File: src/rtl/mips_bus_master.sv
// Initiator side of the CPU memory bus. It takes one load/store from the core at a time,
// holds the bus signals through slave stalls, and returns a one-cycle response.
module mips_bus_master #(
  parameter int READ_LATENCY   = 1,
  parameter int TIMEOUT_CYCLES = 64
) (
  input  logic        clk,
  input  logic        reset,
  input  logic        req_valid,
  output logic        req_ready,
  input  logic        req_write,
  input  logic [31:0] req_address,
  input  logic [31:0] req_writedata,
  input  logic [3:0]  req_byteenable,
  output logic        resp_valid,
  output logic [31:0] resp_readdata,
  output logic        resp_error,
  output logic [31:0] address,
  output logic        read,
  output logic        write,
  output logic [31:0] writedata,
  output logic [3:0]  byteenable,
  input  logic [31:0] readdata,
  input  logic        waitrequest
);

  localparam int CW = $clog2(TIMEOUT_CYCLES);

  typedef enum logic [1:0] {IDLE, BUS, RDWAIT, RESP} state_e;

  state_e        state_q;
  logic [CW-1:0] cnt_q;
  logic [31:0]   address_q;
  logic [31:0]   writedata_q;
  logic [3:0]    byteenable_q;
  logic          read_q;
  logic          write_q;
  logic          resp_valid_q;
  logic          resp_error_q;
  logic [31:0]   resp_readdata_q;

  assign req_ready     = (state_q == IDLE) && !reset;
  assign address       = address_q;
  assign writedata     = writedata_q;
  assign byteenable    = byteenable_q;
  assign read          = read_q;
  assign write         = write_q;
  assign resp_valid    = resp_valid_q;
  assign resp_error    = resp_error_q;
  assign resp_readdata = resp_readdata_q;

  // NOTE: state is updated with non-blocking assignments only, so every branch below
  // reads the pre-edge values and the order of statements never matters.
  always_ff @(posedge clk) begin
    if (reset) begin
      state_q         <= IDLE;
      cnt_q           <= '0;
      address_q       <= '0;
      writedata_q     <= '0;
      byteenable_q    <= '0;
      read_q          <= 1'b0;
      write_q         <= 1'b0;
      resp_valid_q    <= 1'b0;
      resp_error_q    <= 1'b0;
      resp_readdata_q <= '0;
    end else begin
      case (state_q)
        IDLE: begin
          if (req_valid) begin
            if (req_address[1:0] != 2'b00) begin
              // Misaligned: answer with an error without touching the bus.
              resp_valid_q <= 1'b1;
              resp_error_q <= 1'b1;
              state_q      <= RESP;
            end else begin
              address_q    <= req_address;
              writedata_q  <= req_writedata;
              byteenable_q <= req_write ? req_byteenable : 4'hF;
              read_q       <= !req_write;
              write_q      <= req_write;
              cnt_q        <= '0;
              state_q      <= BUS;
            end
          end
        end
        BUS: begin
          if (!waitrequest) begin
            read_q  <= 1'b0;
            write_q <= 1'b0;
            if (write_q) begin
              resp_valid_q <= 1'b1;
              state_q      <= RESP;
            end else if (READ_LATENCY == 0) begin
              resp_readdata_q <= readdata;
              resp_valid_q    <= 1'b1;
              state_q         <= RESP;
            end else begin
              state_q <= RDWAIT;
            end
          end else if (cnt_q == CW'(TIMEOUT_CYCLES - 1)) begin
            read_q       <= 1'b0;
            write_q      <= 1'b0;
            resp_valid_q <= 1'b1;
            resp_error_q <= 1'b1;
            state_q      <= RESP;
          end else begin
            cnt_q <= cnt_q + 1'b1;
          end
        end
        RDWAIT: begin
          resp_readdata_q <= readdata;
          resp_valid_q    <= 1'b1;
          state_q         <= RESP;
        end
        RESP: begin
          resp_valid_q <= 1'b0;
          resp_error_q <= 1'b0;
          cnt_q        <= '0;
          state_q      <= IDLE;
        end
        default: state_q <= IDLE;
      endcase
    end
  end

endmodule

File: config.mk
export PLATFORM = sky130hd
export DESIGN_NAME = mips_bus_master
export DESIGN_NICKNAME = d
export VERILOG_FILES = /design/src/rtl/mips_bus_master.sv
export SDC_FILE = /design/constraint.sdc
export NUM_CORES = 1
export LEC_CHECK = 0
export ABC_AREA = 0
export CAP_MARGIN = 20
export CELL_PAD_IN_SITES_DETAIL_PLACEMENT = 0
export CELL_PAD_IN_SITES_GLOBAL_PLACEMENT = 2
export CORE_MARGIN = 8
export CORE_UTILIZATION = 22
export DETAILED_ROUTE_END_ITERATION = 16
export PLACE_DENSITY = 0.78
export SLEW_MARGIN = 10
export SYNTH_ARGS = -nofsm -noshare
export SYNTH_HDL_FRONTEND = slang
export SYNTH_SLANG_ARGS = --single-unit
File: constraint.sdc
create_clock -name clk -period 2.3 [get_ports clk]
set_input_delay 0.575 -clock clk [delete_from_list [all_inputs] [get_ports clk]]
set_output_delay 0.575 -clock clk [all_outputs]
set_load 0.05 [all_outputs]
==> impl_results.rst, run 1 <==
.. list-table::
   :header-rows: 1

   * - Metric
     - Value
   * - Cell Chain, Critical Path
     - clkdlybuf4s50_1
   * - Insertion delay to the later sink of the worst-skew pair
     - 0.35 ns
   * - Placer's final routability congestion estimate
     - 0.741
   * - Cell leakage power
     - 2.38 nW
   * - Post-Syn Instances
     - 486
   * - Final-report setup violation count
     - 0
   * - Horiz. Die Dim
     - 154 um
   * - Vias per std cell
     - 4.31
   * - Fillers
     - 1904
   * - Final cell count without fillers
     - 924
   * - Number of library cell types mapped by synthesis
     - 34
   * - Clock root buffer master
     - sky130_fd_sc_hd__clkbuf_16
   * - Worst slew slack as a fraction of its limit
     - 0.607
   * - Initial core utilization
     - 0.224
   * - Setup bufs post-CTS
     - 0
   * - First-iteration detailed-routing DRC count
     - 144
   * - First-pass GRT wire length
     - 22400 um
   * - Critical path arrival
     - 1.60 ns
   * - 1st-pass router iterations
     - 4
   * - Worst hold-check path type
     - reg2reg
   * - Final period demand of the worst path
     - 2.17 ns
   * - Antenna diode count
     - 0
   * - Sum of routed wire length over all layers
     - 14000 um
   * - DRT antenna net count
     - 0
   * - Setup repair after global routing missed its margin
     - false
   * - Number of top-level design ports
     - 210
   * - TritonCTS clock tree
     - yes
   * - Share of post-route cells with drive strength above 1
     - 0.0522
   * - Area after DPL
     - 6570 um^2
   * - Cell area power density
     - 945 nW/um^2
   * - Crit path capture type
     - output port
   * - Die Height
     - 154 um
   * - Clock H-tree levels
     - 3
   * - Average cell area after synthesis
     - 8.62 um^2
   * - Post-placement cell count
     - 909
   * - Area of the mapped netlist
     - 4190 um^2
   * - Antenna violations before repair
     - 0
   * - Portion of the clock cycle consumed by the worst path in the final layout
     - 0.944
   * - Number of buffers inserted during clock tree synthesis
     - 9
   * - Total power
     - 0.00647 W
   * - GR met3 Demand/Resource
     - 0.0622
   * - Mapped Nets
     - 597
   * - Post-route cell area
     - 6840 um^2
   * - Gate family responsible for the most delay along the worst path
     - buffers and inverters
   * - WL/cell
     - 15.2 um
   * - Worst supply voltage drop on vdd
     - 0.486 mV
   * - Utilization after layout
     - 0.366
   * - Crit path max fanout
     - 4
   * - Final-stage net count
     - 797
   * - Detail Placement HPWL
     - 10400 um
   * - Buffers from clock root to sink, at most
     - 2
   * - Largest net degree at the start of global routing
     - 55
   * - Crit path largest cell delay
     - 0.86 ns
   * - Hold bufs inserted after CTS
     - 0
   * - Critical path startpoint category
     - flip-flop
   * - Vias in the first global route
     - 4064
   * - Met1 Track Usage GR
     - 0.129
   * - Synthesis Warnings
     - 0
   * - Total routing usage reported by global routing
     - 0.117
   * - Grt total ovfl
     - 0
   * - DRC violations left
     - 0
   * - Area growth from synthesis to layout
     - 63.3%
   * - Worst-Margin Slew
     - 0.589 ns
   * - Worst Path Class, Setup
     - reg2out
   * - Max Transition Viols Final
     - 0
   * - I/O Buffers
     - 209
   * - Clock sink count
     - 112
   * - Result of the run
     - finished clean
   * - Worst clock skew
     - 0.00825 ns
   * - Post-synthesis register bit count
     - 112
   * - Vias after detailed routing
     - 3980
   * - Internal reg-to-reg setup slack
     - 0.43 ns
   * - Full die area
     - 23700 um^2
   * - Sequential area share after synthesis
     - 0.535
   * - Clock slew at reported path FFs
     - 0.08 ns
   * - Count of standard-cell rows
     - 50
   * - Setup TNS
     - 0 ns
   * - Met2 track demand over resource
     - 0.187
   * - Placeable core area
     - 18700 um^2
   * - Final hold violation count
     - 0
   * - Worst path slowest cell
     - sky130_fd_sc_hd__clkdlybuf4s50_1
   * - Number of gates given a new drive strength after cts
     - 0
   * - Max Clk Rate
     - 0.461 GHz
   * - Highest-utilization routing layer at the global route stage
     - met2
   * - Max-cap violations
     - 0
   * - Worst endpoint required time
     - 1.73 ns
   * - Crit path buf inv count
     - 1
sequential cells by signal, summed over array words and instances, names as in the netlist:
| register | count |
|---|---|
| resp_error | 1 |
| state_q | 2 |
| cnt_q | 6 |
| read | 1 |
| write | 1 |
| byteenable | 4 |
| resp_valid | 1 |
| writedata | 32 |
| address | 32 |
| resp_readdata | 32 |
layout make-up:
| type | instances | area [um^2] | area share |
|---|---|---|---|
| Timing Repair Buffer | 222 | 2210 | 0.323 |
| Tap cell | 234 | 293 | 0.0428 |
| Multi-Input combinational cell | 334 | 1800 | 0.263 |
| Clock inverter | 5 | 33.8 | 0.00494 |
| Sequential cell | 112 | 2240 | 0.328 |
| Clock buffer | 10 | 239 | 0.0349 |
| Inverter | 7 | 26.3 | 0.00384 |
path summary, 6_finish.rpt:
path | start | cells past startpoint | to
worst max-delay path | write | 1 | write
worst min-delay path | address[30] | 2 | address[30]
worst max register to register | state_q[1] | 7 | address[26]
worst min register to register | address[30] | 2 | address[30]
layout by cell type (no fill, tap or decap), types with 2 or more instances in the layout:
| cell type | synthesis | layout |
|---|---|---|
| sky130_fd_sc_hd__clkdlybuf4s50_1 | 0 | 207 |
| sky130_fd_sc_hd__nand3_1 | 5 | 5 |
| sky130_fd_sc_hd__buf_4 | 2 | 13 |
| sky130_fd_sc_hd__clkbuf_16 | 0 | 9 |
| sky130_fd_sc_hd__clkinv_2 | 0 | 2 |
| sky130_fd_sc_hd__inv_1 | 7 | 7 |
| sky130_fd_sc_hd__nor3b_1 | 4 | 4 |
| sky130_fd_sc_hd__a21oi_1 | 73 | 73 |
| sky130_fd_sc_hd__ha_1 | 6 | 5 |
| sky130_fd_sc_hd__nor2_1 | 40 | 39 |
| sky130_fd_sc_hd__dfxtp_1 | 112 | 112 |
| sky130_fd_sc_hd__clkinvlp_4 | 0 | 2 |
| sky130_fd_sc_hd__buf_12 | 0 | 2 |
| sky130_fd_sc_hd__and3_1 | 2 | 2 |
| sky130_fd_sc_hd__o21ai_0 | 7 | 7 |
| sky130_fd_sc_hd__nand2_1 | 130 | 130 |
| sky130_fd_sc_hd__nor3_1 | 11 | 11 |
| sky130_fd_sc_hd__a311oi_1 | 2 | 2 |
| sky130_fd_sc_hd__o21a_1 | 5 | 5 |
| sky130_fd_sc_hd__mux2i_1 | 33 | 33 |
through the flow:
stage | setup WS (ns) | hold WS, ns
floorplan | 0.119 | 0.462
global placement | 0.0552 | 0.441
global route | 0.0641 | 0.473
detailed placement | 0.0432 | 0.447
CTS | 0.108 | 0.458
finish | 0.129 | 0.457
per-layer routing:
metal  routed length [um]  up-vias
met5                    0        -
met4                  205        0
met3                 1790       12
met2                 6310      151
met1                 5710     1805
li1                     -     2012
Yosys cell counts:
master / n / area share
sky130_fd_sc_hd__o221a_2: 1 / 0.0027
sky130_fd_sc_hd__a311oi_1: 2 / 0.0042
sky130_fd_sc_hd__a221o_1: 1 / 0.0024
sky130_fd_sc_hd__o21ai_0: 7 / 0.0084
sky130_fd_sc_hd__clkbuf_1: 18 / 0.016
sky130_fd_sc_hd__nor4_1: 1 / 0.0015
sky130_fd_sc_hd__a221oi_4: 1 / 0.0063
sky130_fd_sc_hd__o22ai_1: 1 / 0.0015
sky130_fd_sc_hd__and3_1: 2 / 0.0030
sky130_fd_sc_hd__o221ai_1: 1 / 0.0021
sky130_fd_sc_hd__nor3_1: 11 / 0.013
sky130_fd_sc_hd__nand4bb_1: 1 / 0.0027
sky130_fd_sc_hd__o21a_1: 5 / 0.0090
sky130_fd_sc_hd__ha_1: 6 / 0.018
sky130_fd_sc_hd__a211oi_1: 1 / 0.0018
sky130_fd_sc_hd__buf_2: 10 / 0.012
sky130_fd_sc_hd__o211a_1: 1 / 0.0024
sky130_fd_sc_hd__dfxtp_1: 112 / 0.54
sky130_fd_sc_hd__nor3b_1: 4 / 0.0072
sky130_fd_sc_hd__nor2_1: 40 / 0.036
sky130_fd_sc_hd__o31a_1: 1 / 0.0021
sky130_fd_sc_hd__or3_1: 1 / 0.0015
sky130_fd_sc_hd__mux2i_1: 33 / 0.079
sky130_fd_sc_hd__buf_4: 2 / 0.0036
sky130_fd_sc_hd__and4bb_2: 1 / 0.0030
sky130_fd_sc_hd__nand2_1: 130 / 0.12
sky130_fd_sc_hd__buf_1: 3 / 0.0027
sky130_fd_sc_hd__o31ai_1: 1 / 0.0018
sky130_fd_sc_hd__a21boi_1: 1 / 0.0018
sky130_fd_sc_hd__inv_1: 7 / 0.0063
sky130_fd_sc_hd__nand3_1: 5 / 0.0060
sky130_fd_sc_hd__a41oi_1: 1 / 0.0021
sky130_fd_sc_hd__nand3b_1: 1 / 0.0018
sky130_fd_sc_hd__a21oi_1: 73 / 0.087
where the power goes:
group          leakage (nW)  internal, W  switching [W]  total (W)
Combinational          1.34      0.00104        0.00163    0.00267
Sequential            0.910      0.00218       0.000137    0.00232
Clock                 0.130     0.000758       0.000720    0.00148
Total                  2.38      0.00398        0.00248    0.00647
cell families after synthesis:
logic type	after synthesis	synth area share
fa+ha+maj	6	0.0179
simple gates	197	0.192
compound gates	98	0.136
flops	112	0.535
buf+inv	40	0.0406
mux	33	0.0788
Note: power is estimated with default switching activity, not from simulation.
==> inputs of run 2 (changes only) <==
Settings changed: CAP_MARGIN 20 to default, CTS_CLUSTER_DIAMETER from default to 50.
==> results of run 2 <==
Same layout as run 1: the final DEF is identical, and so are final timing and power.
